===== config.mk =====
export PLATFORM = sky130hd
export DESIGN_NAME = seq_mult
export DESIGN_NICKNAME = d
export VERILOG_FILES = /design/src/rtl/seq_mult_pkg.sv /design/src/rtl/seq_mult_booth_step.sv /design/src/rtl/seq_mult.sv
export SDC_FILE = /design/constraint.sdc
export NUM_CORES = 1
export LEC_CHECK = 0
export ABC_AREA = 1
export CAP_MARGIN = 20
export CELL_PAD_IN_SITES_DETAIL_PLACEMENT = 0
export CELL_PAD_IN_SITES_GLOBAL_PLACEMENT = 1
export CORE_MARGIN = 8
export CORE_UTILIZATION = 30
export CTS_BUF_LIST = sky130_fd_sc_hd__clkbuf_8 sky130_fd_sc_hd__clkbuf_16
export CTS_CLUSTER_DIAMETER = 100
export DETAILED_ROUTE_END_ITERATION = 8
export PLACE_DENSITY_LB_ADDON = 0.1
export REMOVE_ABC_BUFFERS = 1
export SYNTH_ARGS = -nofsm -noshare
export SYNTH_HDL_FRONTEND = slang
export SYNTH_SLANG_ARGS = --single-unit

===== constraint.sdc =====
create_clock -name clk -period 6.75 [get_ports clk]
set_input_delay 1.35 -clock clk [delete_from_list [all_inputs] [get_ports clk]]
set_output_delay 1.35 -clock clk [all_outputs]
set_load 0.02 [all_outputs]

===== src/rtl/seq_mult_pkg.sv =====
// Shared types and constants for the sequential radix-2 Booth multiplier.
package seq_mult_pkg;

  localparam int N_DEFAULT = 32;

  typedef enum logic [1:0] {
    IDLE = 2'd0,
    LOAD = 2'd1,
    RUN  = 2'd2,
    DONE = 2'd3
  } state_e;

  typedef enum logic [1:0] {
    OP_NONE = 2'd0,
    OP_ADD  = 2'd1,
    OP_SUB  = 2'd2
  } booth_op_e;

  // The counter must be able to hold the value N itself.
  function automatic int cnt_width(input int n);
    return $clog2(n + 1);
  endfunction

endpackage


===== src/rtl/seq_mult_booth_step.sv =====
// One radix-2 Booth iteration: add/sub/pass M into A_hi, then shift
// {A_hi, Q, q_-1} right arithmetically by one.
module booth_step
  import seq_mult_pkg::*;
#(
  parameter int N = N_DEFAULT
) (
  input  logic [N:0]   a_hi_i,
  input  logic [N-1:0] q_i,
  input  logic         q_m1_i,
  input  logic [N:0]   m_i,
  output logic [N:0]   a_hi_o,
  output logic [N-1:0] q_o,
  output logic         q_m1_o
);

  booth_op_e  op;
  logic [N:0] sum;

  always_comb begin
    case ({q_i[0], q_m1_i})
      2'b01:   op = OP_ADD;
      2'b10:   op = OP_SUB;
      default: op = OP_NONE;
    endcase

    case (op)
      OP_ADD:  sum = a_hi_i + m_i;
      OP_SUB:  sum = a_hi_i - m_i;
      default: sum = a_hi_i;
    endcase
  end

  assign a_hi_o = {sum[N], sum[N:1]};
  assign q_o    = {sum[0], q_i[N-1:1]};
  assign q_m1_o = q_i[0];

endmodule


===== src/rtl/seq_mult.sv =====
// Sequential signed N x N -> 2N multiplier, one Booth step per clock.
// Each operation is started by pulsing reset with the operands held stable.
module seq_mult
  import seq_mult_pkg::*;
#(
  parameter int N = N_DEFAULT
) (
  input  logic           clk,
  input  logic           reset,
  input  logic [N-1:0]   multiplicand,
  input  logic [N-1:0]   multiplier,
  output logic [2*N-1:0] product
);

  localparam int            CW   = cnt_width(N);
  localparam logic [CW-1:0] LAST = CW'(N - 1);

  // Reset asserts immediately but releases two edges later, in step with clk.
  logic [1:0] rst_sync_q;
  logic       rst_int;

  always_ff @(posedge clk or posedge reset) begin
    if (reset) rst_sync_q <= 2'b11;
    else       rst_sync_q <= {rst_sync_q[0], 1'b0};
  end

  assign rst_int = rst_sync_q[1];

  state_e         state_q, state_d;
  logic [N:0]     m_q, m_d;
  logic [N:0]     a_hi_q, a_hi_d;
  logic [N-1:0]   q_q, q_d;
  logic           q_m1_q, q_m1_d;
  logic [CW-1:0]  cnt_q, cnt_d;
  logic [2*N-1:0] product_q, product_d;

  logic [N:0]     step_a_hi;
  logic [N-1:0]   step_q;
  logic           step_q_m1;

  booth_step #(.N(N)) u_booth_step (
    .a_hi_i (a_hi_q),
    .q_i    (q_q),
    .q_m1_i (q_m1_q),
    .m_i    (m_q),
    .a_hi_o (step_a_hi),
    .q_o    (step_q),
    .q_m1_o (step_q_m1)
  );

  // NOTE: every datapath register is reset too, so an aborted operation
  // leaves no stale partial product behind.
  always_ff @(posedge clk or posedge rst_int) begin
    if (rst_int) begin
      state_q   <= IDLE;
      m_q       <= '0;
      a_hi_q    <= '0;
      q_q       <= '0;
      q_m1_q    <= 1'b0;
      cnt_q     <= '0;
      product_q <= '0;
    end else begin
      // NOTE: non-blocking assignments so every register samples the
      // pre-edge value of every other register.
      state_q   <= state_d;
      m_q       <= m_d;
      a_hi_q    <= a_hi_d;
      q_q       <= q_d;
      q_m1_q    <= q_m1_d;
      cnt_q     <= cnt_d;
      product_q <= product_d;
    end
  end

  always_comb begin
    // NOTE: hold-by-default on every output of this block, so no path
    // through the case leaves a signal unassigned (no latches).
    state_d   = state_q;
    m_d       = m_q;
    a_hi_d    = a_hi_q;
    q_d       = q_q;
    q_m1_d    = q_m1_q;
    cnt_d     = cnt_q;
    product_d = product_q;

    case (state_q)
      IDLE: state_d = LOAD;
      LOAD: begin
        m_d     = {multiplicand[N-1], multiplicand};
        a_hi_d  = '0;
        q_d     = multiplier;
        q_m1_d  = 1'b0;
        cnt_d   = '0;
        state_d = RUN;
      end
      RUN: begin
        a_hi_d = step_a_hi;
        q_d    = step_q;
        q_m1_d = step_q_m1;
        cnt_d  = cnt_q + CW'(1);
        if (cnt_q == LAST) begin
          product_d = {step_a_hi[N-1:0], step_q};
          state_d   = DONE;
        end
      end
      DONE:    state_d = DONE;
      default: state_d = IDLE;
    endcase
  end

  assign product = product_q;

endmodule


==> results.cfg, run 1 <==
[placement]
post-place-ws_ns = 2.57
dp_hpwl_mm = 23.2
routabilityCongestion = 0.847
port_buffers = 129

[detailed_routing]
ant_nets = 0
drtPass1Iterations = 6
vias = 8731
viasPerCell = 4.59
wl_mm = 31.3
drc = 0
drt_iter0_markers = 555
post_drt_wl_per_cell_microns = 16.4

[logic_synthesis]
yosysSeqAreaShare_pct = 43.2
synth_top_area_share_pct = 42.7
synth-seq-cells = 171
synth_edf_count = 0
synth_area_sq_um = 9910
yosysWarnings = 0
yosys-top-cells-count = nand2_1 (454), dfrtp_1 (169), inv_1 (166)
synth.area.top_cells = dfrtp_1 (43%), nand2_1 (17%), inv_1 (6.3%)
async_reset_ff_share_pct = 100
synth_most_common_cell = nand2_1
yosysTopAreaCell = dfrtp_1
synth_cells = 1335
avgSynthCellArea_sq_um = 7.42
synthFlopType = dfrtp_1
ys_types = 48

[grt]
antenna_found_initial = 0
grt_overflow = 0
grt_usage_pct = 16.7
grt_start_max_net_pins = 113
grt_first_pass_wirelength_mm = 51.4
first_global_vias = 9279

[finish]
n_fill_cell = 3522
nNetsFinal = 1554
drive_above_1_share_pct = 5.20
num_antenna_cells = 0
layout.area.seq_sq_um = 4280
syn2layout_area_growth_pct = 24.2
multiInputGateArea_sq_um = 4820

[power_and_ir_drop]
power_leakage_nw = 6.03
vdd.ir_drop.worst_v = 0.000176
powerDensity_nw_per_um2 = 411

[floorplanning]
die_area_sq_um = 39100
die_x_microns = 198
core_area_sq_um = 32500
row_count = 66
fp.dieH_microns = 198
ios = 130
start_util_pct = 30.5

[run]
maxCapViolations = 0

[sta]
fin_crit_ns = 4.14
finalCritPeriodShare_pct = 61.3
tightest_slew_ns = 0.938
finalClockSkew_ns = 0.0120
setup_viol = 0
setup_ws_ns = 2.61
worst_hold_slack_ns = 0.357
setup_tns_ns = 0
maxSlewHeadroom_pct = 37.5
max_clock_freq_ghz = 0.242
rsz0062_at_grt = false
final-hold-violation-count = 0
slew_viol_final = 0

[worst_setup_path]
critPathKind = flop to flop
crit_required_ns = 7.08
arrival_ns = 4.47
rrSetupSlack_ns = 2.61
endpoint_kind = flop
critPathLaunchType = flop
path_max_fanout = 21

[clock_tree]
cts.repair.resized = 0
cts_hold_buf = 0
clkLatencyLatePin_ns = 0.44
htreeDepth = 4
cts_buffer_depth = 2
clk_pin_slew_ns = 0.07
numCtsBuffers = 17
cts_tree = built
cts_root_buf = clkbuf_16
cts.sinks = 171
post-cts-setup-buffers = 0

[worst_hold_path]
hold_class = flop to flop

[status]
outcome = complete, no violations
[path summary, 6_finish.rpt]
| kind | startpoint | to | depth (start not counted) |
|---|---|---|---|
| worst min-delay path | rst_sync_q[0]$_DFF_PP1_ | rst_sync_q[1]$_DFF_PP1_ | 0 |
| worst max-delay path | q_m1_q$_DFFE_PP0P_ | a_hi_q[27]$_DFFE_PP0P_ | 21 |
| worst max register to register | q_m1_q$_DFFE_PP0P_ | a_hi_q[27]$_DFFE_PP0P_ | 21 |
| worst min register to register | rst_sync_q[0]$_DFF_PP1_ | rst_sync_q[1]$_DFF_PP1_ | 0 |
| min in group asynchronous | rst_sync_q[1]$_DFF_PP1_ | m_q[29]$_DFFE_PP0N_ | 1 |
| max in group asynchronous | rst_sync_q[1]$_DFF_PP1_ | a_hi_q[6]$_DFFE_PP0P_ | 3 |
[metrics by stage]
stage	area, sq um	util (%)	power (mW)	cells
2_1_floorplan	9730	-	3.15	1290
3_3_place_gp	11700	35.8	4.06	1870
3_5_place_dp	11700	35.8	4.05	1870
4_1_cts	12300	37.7	5.14	1901
5_1_grt	12300	37.8	5.51	1903
6_report	12300	37.8	5.06	1903
[report_power, final]
part / internal, mW / switching (mW) / leakage, nW
logic: 0.954 / 1.44 / 3.75
registers: 1.39 / 0.230 / 1.98
clock network: 0.595 / 0.446 / 0.298
total: 2.94 / 2.12 / 6.03
[layer usage]
layer	GRT usage [%]	routed length, microns
met4	4.89	515
met1	22.4	15200
met5	0	0
met3	4.41	1610
met2	26.2	14000
[worst max-delay path, cell delays in order, from the launching register on]
cell	delay, ns
dfrtp_1	0.36
inv_1	0.08
ha_1	0.64
inv_1	0.55
nand2_2	0.22
o21ai_2	0.10
nor2_4	0.14
nand2_2	0.09
nor2_2	0.10
xor2_1	0.30
ha_1	0.35
nand2_1	0.15
inv_1	0.05
nand2_1	0.06
nand2_1	0.07
o21bai_1	0.16
nor2_1	0.20
nand2_1	0.08
nand2_1	0.06
nand3_1	0.08
nand3_1	0.10
nand2_1	0.07
[state kept, by name, summed over array words and instances, names as in the netlist]
name and count:
rst_sync_q 2, a_hi_q 32, q_m1_q 1, state_q 2, product 64, cnt_q 6, m_q 32, q_q 32
[cell usage in the layout (no fill, tap or decap), types with 17 or more instances in the layout]
cell type	n
a21oi_1	40
clkbuf_16	17
clkdlybuf4s50_1	129
dfrtp_1	169
ha_1	37
inv_1	164
nand2_1	453
nand3_1	65
nor2_1	87
o21ai_0	113
o221ai_1	32
xor2_1	34
[cell type report]
| type | instances | area share (%) |
|---|---|---|
| Multi-Input combinational cell | 950 | 39.1 |
| Inverter | 169 | 5.20 |
| Tap cell | 442 | 4.49 |
| Clock buffer | 18 | 3.57 |
| Clock inverter | 13 | 1.36 |
| Sequential cell | 171 | 34.8 |
| Timing Repair Buffer | 140 | 11.5 |
[kinds of logic (layout without fill, tap and decap cells)]
family,Yosys count,after routing,share of synthesized area [%]
adder cells (fa/ha/maj),39,39,5.00
AND/OR/NAND/NOR,661,661,27.7
XOR/XNOR,34,34,3.00
multiplexers,3,3,0.303
AO/OA/AOI/OAI,212,212,12.5
buffers and inverters,214,340,8.27
flip-flops,171,171,43.2
other,1,1,0.0378
Note: power is estimated with default switching activity, not from simulation.
==> run 2: changes to the inputs <==
Clock period 6.75 ns to 3.9 ns, I/O delays scaled along.
==> run 2 against run 1 <==
Compared with the run above: cell count is 0.26% higher; fmax is 19% higher; wire length up 0.76%; via count shrank 0.42%; clock power up 77%; sequential share of layout area shrank 0.14 points.
==> results.cfg, run 2 (synthesis results as in run 1) <==
[status]
outcome = complete, no violations

[sta]
final-hold-violation-count = 0
setup_viol = 0
rsz0062_at_grt = false
finalClockSkew_ns = 0.0109
setup_ws_ns = 0.430
finalCritPeriodShare_pct = 89.0
slew_viol_final = 0
maxSlewHeadroom_pct = 44.1
fin_crit_ns = 3.47
max_clock_freq_ghz = 0.288
tightest_slew_ns = 0.837
setup_tns_ns = 0

[clock_tree]
cts_root_buf = clkbuf_16
cts_buffer_depth = 2
clkLatencyLatePin_ns = 0.45
cts.sinks = 171
htreeDepth = 4
post-cts-setup-buffers = 0
cts_tree = built
clk_pin_slew_ns = 0.07
numCtsBuffers = 17

[detailed_routing]
viasPerCell = 4.56
vias = 8694
wl_mm = 31.5
drtPass1Iterations = 6
drt_iter0_markers = 372
drc = 0
post_drt_wl_per_cell_microns = 16.5
ant_nets = 0

[worst_setup_path]
rrSetupSlack_ns = 0.43
crit_required_ns = 4.24
critical_path.max_stage_delay_ns = 0.41
path_cells = nor2_2, nand4_2, nor2_2, nand3_2, nor2_4, nand2_4, o21ai_0, xor2_1, inv_1, ha_1, a21oi_1, nand2_1, a21oi_1, nand2_1, nand2_1, nand2_1, inv_1, nand3_1, nand3_1, nand2_1, nand2_1, nand2_1
slowest_stage = dfrtp_1
crit_family = simple AND/OR/NAND/NOR gates
critPathLaunchType = flop
critical_path.endpoint = a_hi_q[31]$_DFFE_PP0P_
arrival_ns = 3.81
r2r-end = a_hi_q[31]$_DFFE_PP0P_
cpMostUsedCell = nand2_1
endpoint_kind = flop
startpoint = m_q[3]$_DFFE_PP0N_
critPathKind = flop to flop
reg2reg_from = m_q[3]$_DFFE_PP0N_
path_depth = 22
reg2reg_depth = 22
path_max_fanout = 4
crit_buf_inv = 2

[floorplanning]
ios = 130
core_area_sq_um = 32500
start_util_pct = 30.5
fp.dieH_microns = 198
row_count = 66
die_area_sq_um = 39100
die_x_microns = 198

[placement]
routabilityCongestion = 0.852
post-place-ws_ns = 0.370
port_buffers = 129
dp_hpwl_mm = 23.8

[finish]
largest_reg_flops = 64
final_common_cell = nand2_1
nNetsFinal = 1558
final_cell_mix = nand2_1 (453), dfrtp_1 (169), inv_1 (166)
syn2layout_area_growth_pct = 24.7
drive_above_1_share_pct = 5.53
n_fill_cell = 3504
num_antenna_cells = 0

[power_and_ir_drop]
finalPower_mw = 8.84
power_leakage_nw = 6.05
vdd.ir_drop.worst_v = 0.000333
powerDensity_nw_per_um2 = 715

[grt]
grt_first_pass_wirelength_mm = 50.9
grt_start_max_net_pins = 113
grt_overflow = 0
grtUsageMet1_pct = 22.2
globalRouteMet3Util_pct = 4.63
antenna_found_initial = 1
top_usage_layer = met2
first_global_vias = 8987
grt_usage_pct = 16.6
global_route.usage.met2_pct = 26.4

[run]
maxCapViolations = 0

[worst_hold_path]
hold_class = flop to asynchronous set/reset pin
==> run 2: timing repair <==
action | CTS | global route
hold buffers | 0 | 0
resized for setup | 0 | 1
endpoints found under the setup margin | 0 | 1
==> run 2: through the flow <==
stage | hold slack [ns] | util [%] | cells | cell area, sq um
finish | 0.350 | 38.0 | 1908 | 12400
global route | 0.369 | 38.0 | 1908 | 12400
CTS | 0.359 | 37.9 | 1907 | 12300
detailed placement | 0.349 | 36.0 | 1875 | 11700
global placement | 0.347 | 36.0 | 1875 | 11700
floorplan | 0.345 | - | 1290 | 9730
==> run 2: final cells by class <==
class                   count  area [sq um]  area share [%]
multi-input cells         950          4820            39.0
clock buffers              19           453            3.66
well taps                 442           553            4.47
repair buffers            144          1450            11.7
flip-flops and latches    171          4280            34.6
clock inverters            13           165            1.34
inverters                 169           641            5.18
==> run 2: worst min-delay path by stage <==
stage	startpoint	endpoint	slack [ns]
4_1_cts	rst_sync_q[0]$_DFF_PP1_	rst_sync_q[1]$_DFF_PP1_	0.36
2_1_floorplan	rst_sync_q[0]$_DFF_PP1_	rst_sync_q[1]$_DFF_PP1_	0.35
5_1_grt	rst_sync_q[0]$_DFF_PP1_	rst_sync_q[1]$_DFF_PP1_	0.37
3_3_place_gp	rst_sync_q[0]$_DFF_PP1_	rst_sync_q[1]$_DFF_PP1_	0.35
6_report	rst_sync_q[1]$_DFF_PP1_	product[50]$_DFFE_PP0P_	0.35
3_5_place_dp	rst_sync_q[0]$_DFF_PP1_	rst_sync_q[1]$_DFF_PP1_	0.35
==> run 2: layer usage <==
layer,routed length [microns],up-vias
met1,15300,4032
met2,14400,130
li1,-,4510
met5,8,-
met4,278,2
met3,1600,20
==> run 2: worst register-to-register path, cell delays in order (launching register included) <==
cell     delay [ns]
dfrtp_1        0.41
nor2_2         0.15
nand4_2        0.11
nor2_2         0.13
nand3_2        0.14
nor2_4         0.14
nand2_4        0.08
o21ai_0        0.23
xor2_1         0.20
inv_1          0.08
ha_1           0.32
a21oi_1        0.23
nand2_1        0.11
a21oi_1        0.27
nand2_1        0.22
nand2_1        0.11
nand2_1        0.07
inv_1          0.06
nand3_1        0.06
nand3_1        0.07
nand2_1        0.07
nand2_1        0.06
nand2_1        0.05
==> run 2: power breakdown <==
group,total (mW),internal [mW],switching (mW)
registers,2.81,2.41,0.396
clock network,1.84,1.05,0.796
logic,4.19,1.65,2.54
==> run 3: changes to the inputs <==
Settings changed: RECOVER_POWER set to 25, SLEW_MARGIN set to 20.
==> run 3 against run 2 <==
Compared with the run above: the run now ends with capacitance limit, slew limit left; utilization is 0.096 points lower; sequential share of layout area is 0.088 points higher; first-iteration DRC count is 12% lower; cell area is 0.25% lower; cell count hardly changed; wire length hardly changed; clock power hardly changed; critical path type unchanged; largest cell class unchanged.
==> results.cfg, run 3 (synthesis results as in run 1) <==
[detailed_routing]
drtPass1Iterations = 5
post_drt_wl_per_cell_microns = 16.5
drt_iter0_markers = 328
drc = 0
vias = 8696
viasPerCell = 4.56
ant_nets = 0
wl_mm = 31.5

[clock_tree]
cts_hold_buf = 0
htreeDepth = 4
numCtsBuffers = 17
post-cts-setup-buffers = 0
clk_pin_slew_ns = 0.07
cts_root_buf = clkbuf_16
cts.repair.resized = 0
cts_buffer_depth = 2
cts.sinks = 171
clkLatencyLatePin_ns = 0.45
cts_tree = built

[sta]
final-hold-violation-count = 0
setup_ws_ns = 0.407
max_clock_freq_ghz = 0.286
finalCritPeriodShare_pct = 89.6
worst_hold_slack_ns = 0.362
tightest_slew_ns = 2.72
setup_viol = 0
fin_crit_ns = 3.49
setup_tns_ns = 0
maxSlewHeadroom_pct = -81.9
rsz0062_at_grt = false
finalClockSkew_ns = 0.00941
slew_viol_final = 65

[power_and_ir_drop]
p_sw_share_pct = 42.2
seqPwrFrac_pct = 31.8
combPwrFrac_pct = 47.3
pwr-share-clk_pct = 20.9
internal_power_mw = 5.11
vdd.ir_drop.worst_v = 0.000332
finalPower_mw = 8.84
power.switching_mw = 3.73
power_leakage_nw = 6.04
powerDensity_nw_per_um2 = 716

[grt]
first_global_vias = 8987
antenna_found_initial = 1
grt_first_pass_wirelength_mm = 50.9
grt_overflow = 0
grt_usage_pct = 16.6
grt_start_max_net_pins = 113

[finish]
final_util_pct = 37.9
final_common_cell = nand2_1
layout.area.seq_sq_um = 4280
fin_cells = 1907
largest_reg_flops = 64
drive_above_1_share_pct = 5.32
final_cell_mix = nand2_1 (453), dfrtp_1 (169), inv_1 (167)
syn2layout_area_growth_pct = 24.4
n_fill_cell = 3503
num_antenna_cells = 0
nNetsFinal = 1557
multiInputGateArea_sq_um = 4820
fin_area_sq_um = 12300

[worst_setup_path]
path_cells = nor2_2, nand4_2, nor2_2, nand3_2, nor2_4, nand2_4, o21ai_0, xor2_1, inv_1, ha_1, a21oi_1, nand2_1, a21oi_1, nand2_1, nand2_1, nand2_1, inv_1, nand3_1, nand3_1, nand2_1, nand2_1, nand2_1
rrSetupSlack_ns = 0.41
reg2reg_from = m_q[3]$_DFFE_PP0N_
critPathLaunchType = flop
cpMostUsedCell = nand2_1
critPathKind = flop to flop
crit_required_ns = 4.24
reg2reg_depth = 22
arrival_ns = 3.83
path_max_fanout = 4
endpoint_kind = flop
startpoint = m_q[3]$_DFFE_PP0N_
slowest_stage = dfrtp_1
critical_path.max_stage_delay_ns = 0.41

[placement]
routabilityCongestion = 0.852
post-place-ws_ns = 0.370
dp_cells = 1875
dp_hpwl_mm = 23.8
place_area_sq_um = 11700
port_buffers = 129

[run]
maxCapViolations = 1

[worst_hold_path]
whs_path_depth = 0
min_from = rst_sync_q[0]$_DFF_PP1_
hold_class = flop to flop

[floorplanning]
ios = 130
start_util_pct = 30.5
die_area_sq_um = 39100
die_x_microns = 198
fp.dieH_microns = 198
row_count = 66
core_area_sq_um = 32500

[status]
outcome = complete, but fails checks
violations = capacitance limit, slew limit
run 3: routing by layer:
| metal | track usage [%] | wire, microns | share of wire, % |
|---|---|---|---|
| met1 | 22.2 | 15200 | 48 |
| met2 | 26.4 | 14400 | 46 |
| met3 | 4.63 | 1670 | 5.3 |
| met4 | 3.68 | 274 | 0.87 |
| met5 | 0 | 8 | 0.025 |
run 3: final cells by class:
| cell class | instances | share of cell area, % |
|---|---|---|
| Clock buffer | 19 | 3.67 |
| Clock inverter | 13 | 1.34 |
| Tap cell | 442 | 4.48 |
| Multi-Input combinational cell | 950 | 39.1 |
| Timing Repair Buffer | 143 | 11.6 |
| Sequential cell | 171 | 34.7 |
| Inverter | 169 | 5.15 |
run 3: critical path, delay by kind of cell, from the launching register on:
kind / cells / cell delay (ns)
AOI/OAI and AO/OA: 3 / 0.75
xor gates and xnor gates: 1 / 0.20
adders and majority gates: 1 / 0.32
buffers and inverters: 2 / 0.14
DFF: 1 / 0.41
and+or+nand+nor: 15 / 1.57
run 3: path summary, 6_finish.rpt:
| path | endpoint |
|---|---|
| min | rst_sync_q[1]$_DFF_PP1_ |
| min in group asynchronous | rst_sync_q[0]$_DFF_PP1_ |
| min reg2reg | rst_sync_q[1]$_DFF_PP1_ |
| max reg2reg | a_hi_q[31]$_DFFE_PP0P_ |
| max in group asynchronous | product[27]$_DFFE_PP0P_ |
| max | a_hi_q[31]$_DFFE_PP0P_ |
run 3: power groups by stage:
| stage | clock network [mW] | logic [mW] | registers [mW] |
|---|---|---|---|
| 3_5_place_dp | 0 | 4.23 | 2.84 |
| 4_1_cts | 1.90 | 4.25 | 2.82 |
| 3_3_place_gp | 0 | 4.23 | 2.85 |
| 5_1_grt | 1.95 | 4.75 | 2.90 |
| 6_report | 1.84 | 4.18 | 2.81 |
| 2_1_floorplan | 0 | 2.31 | 3.13 |
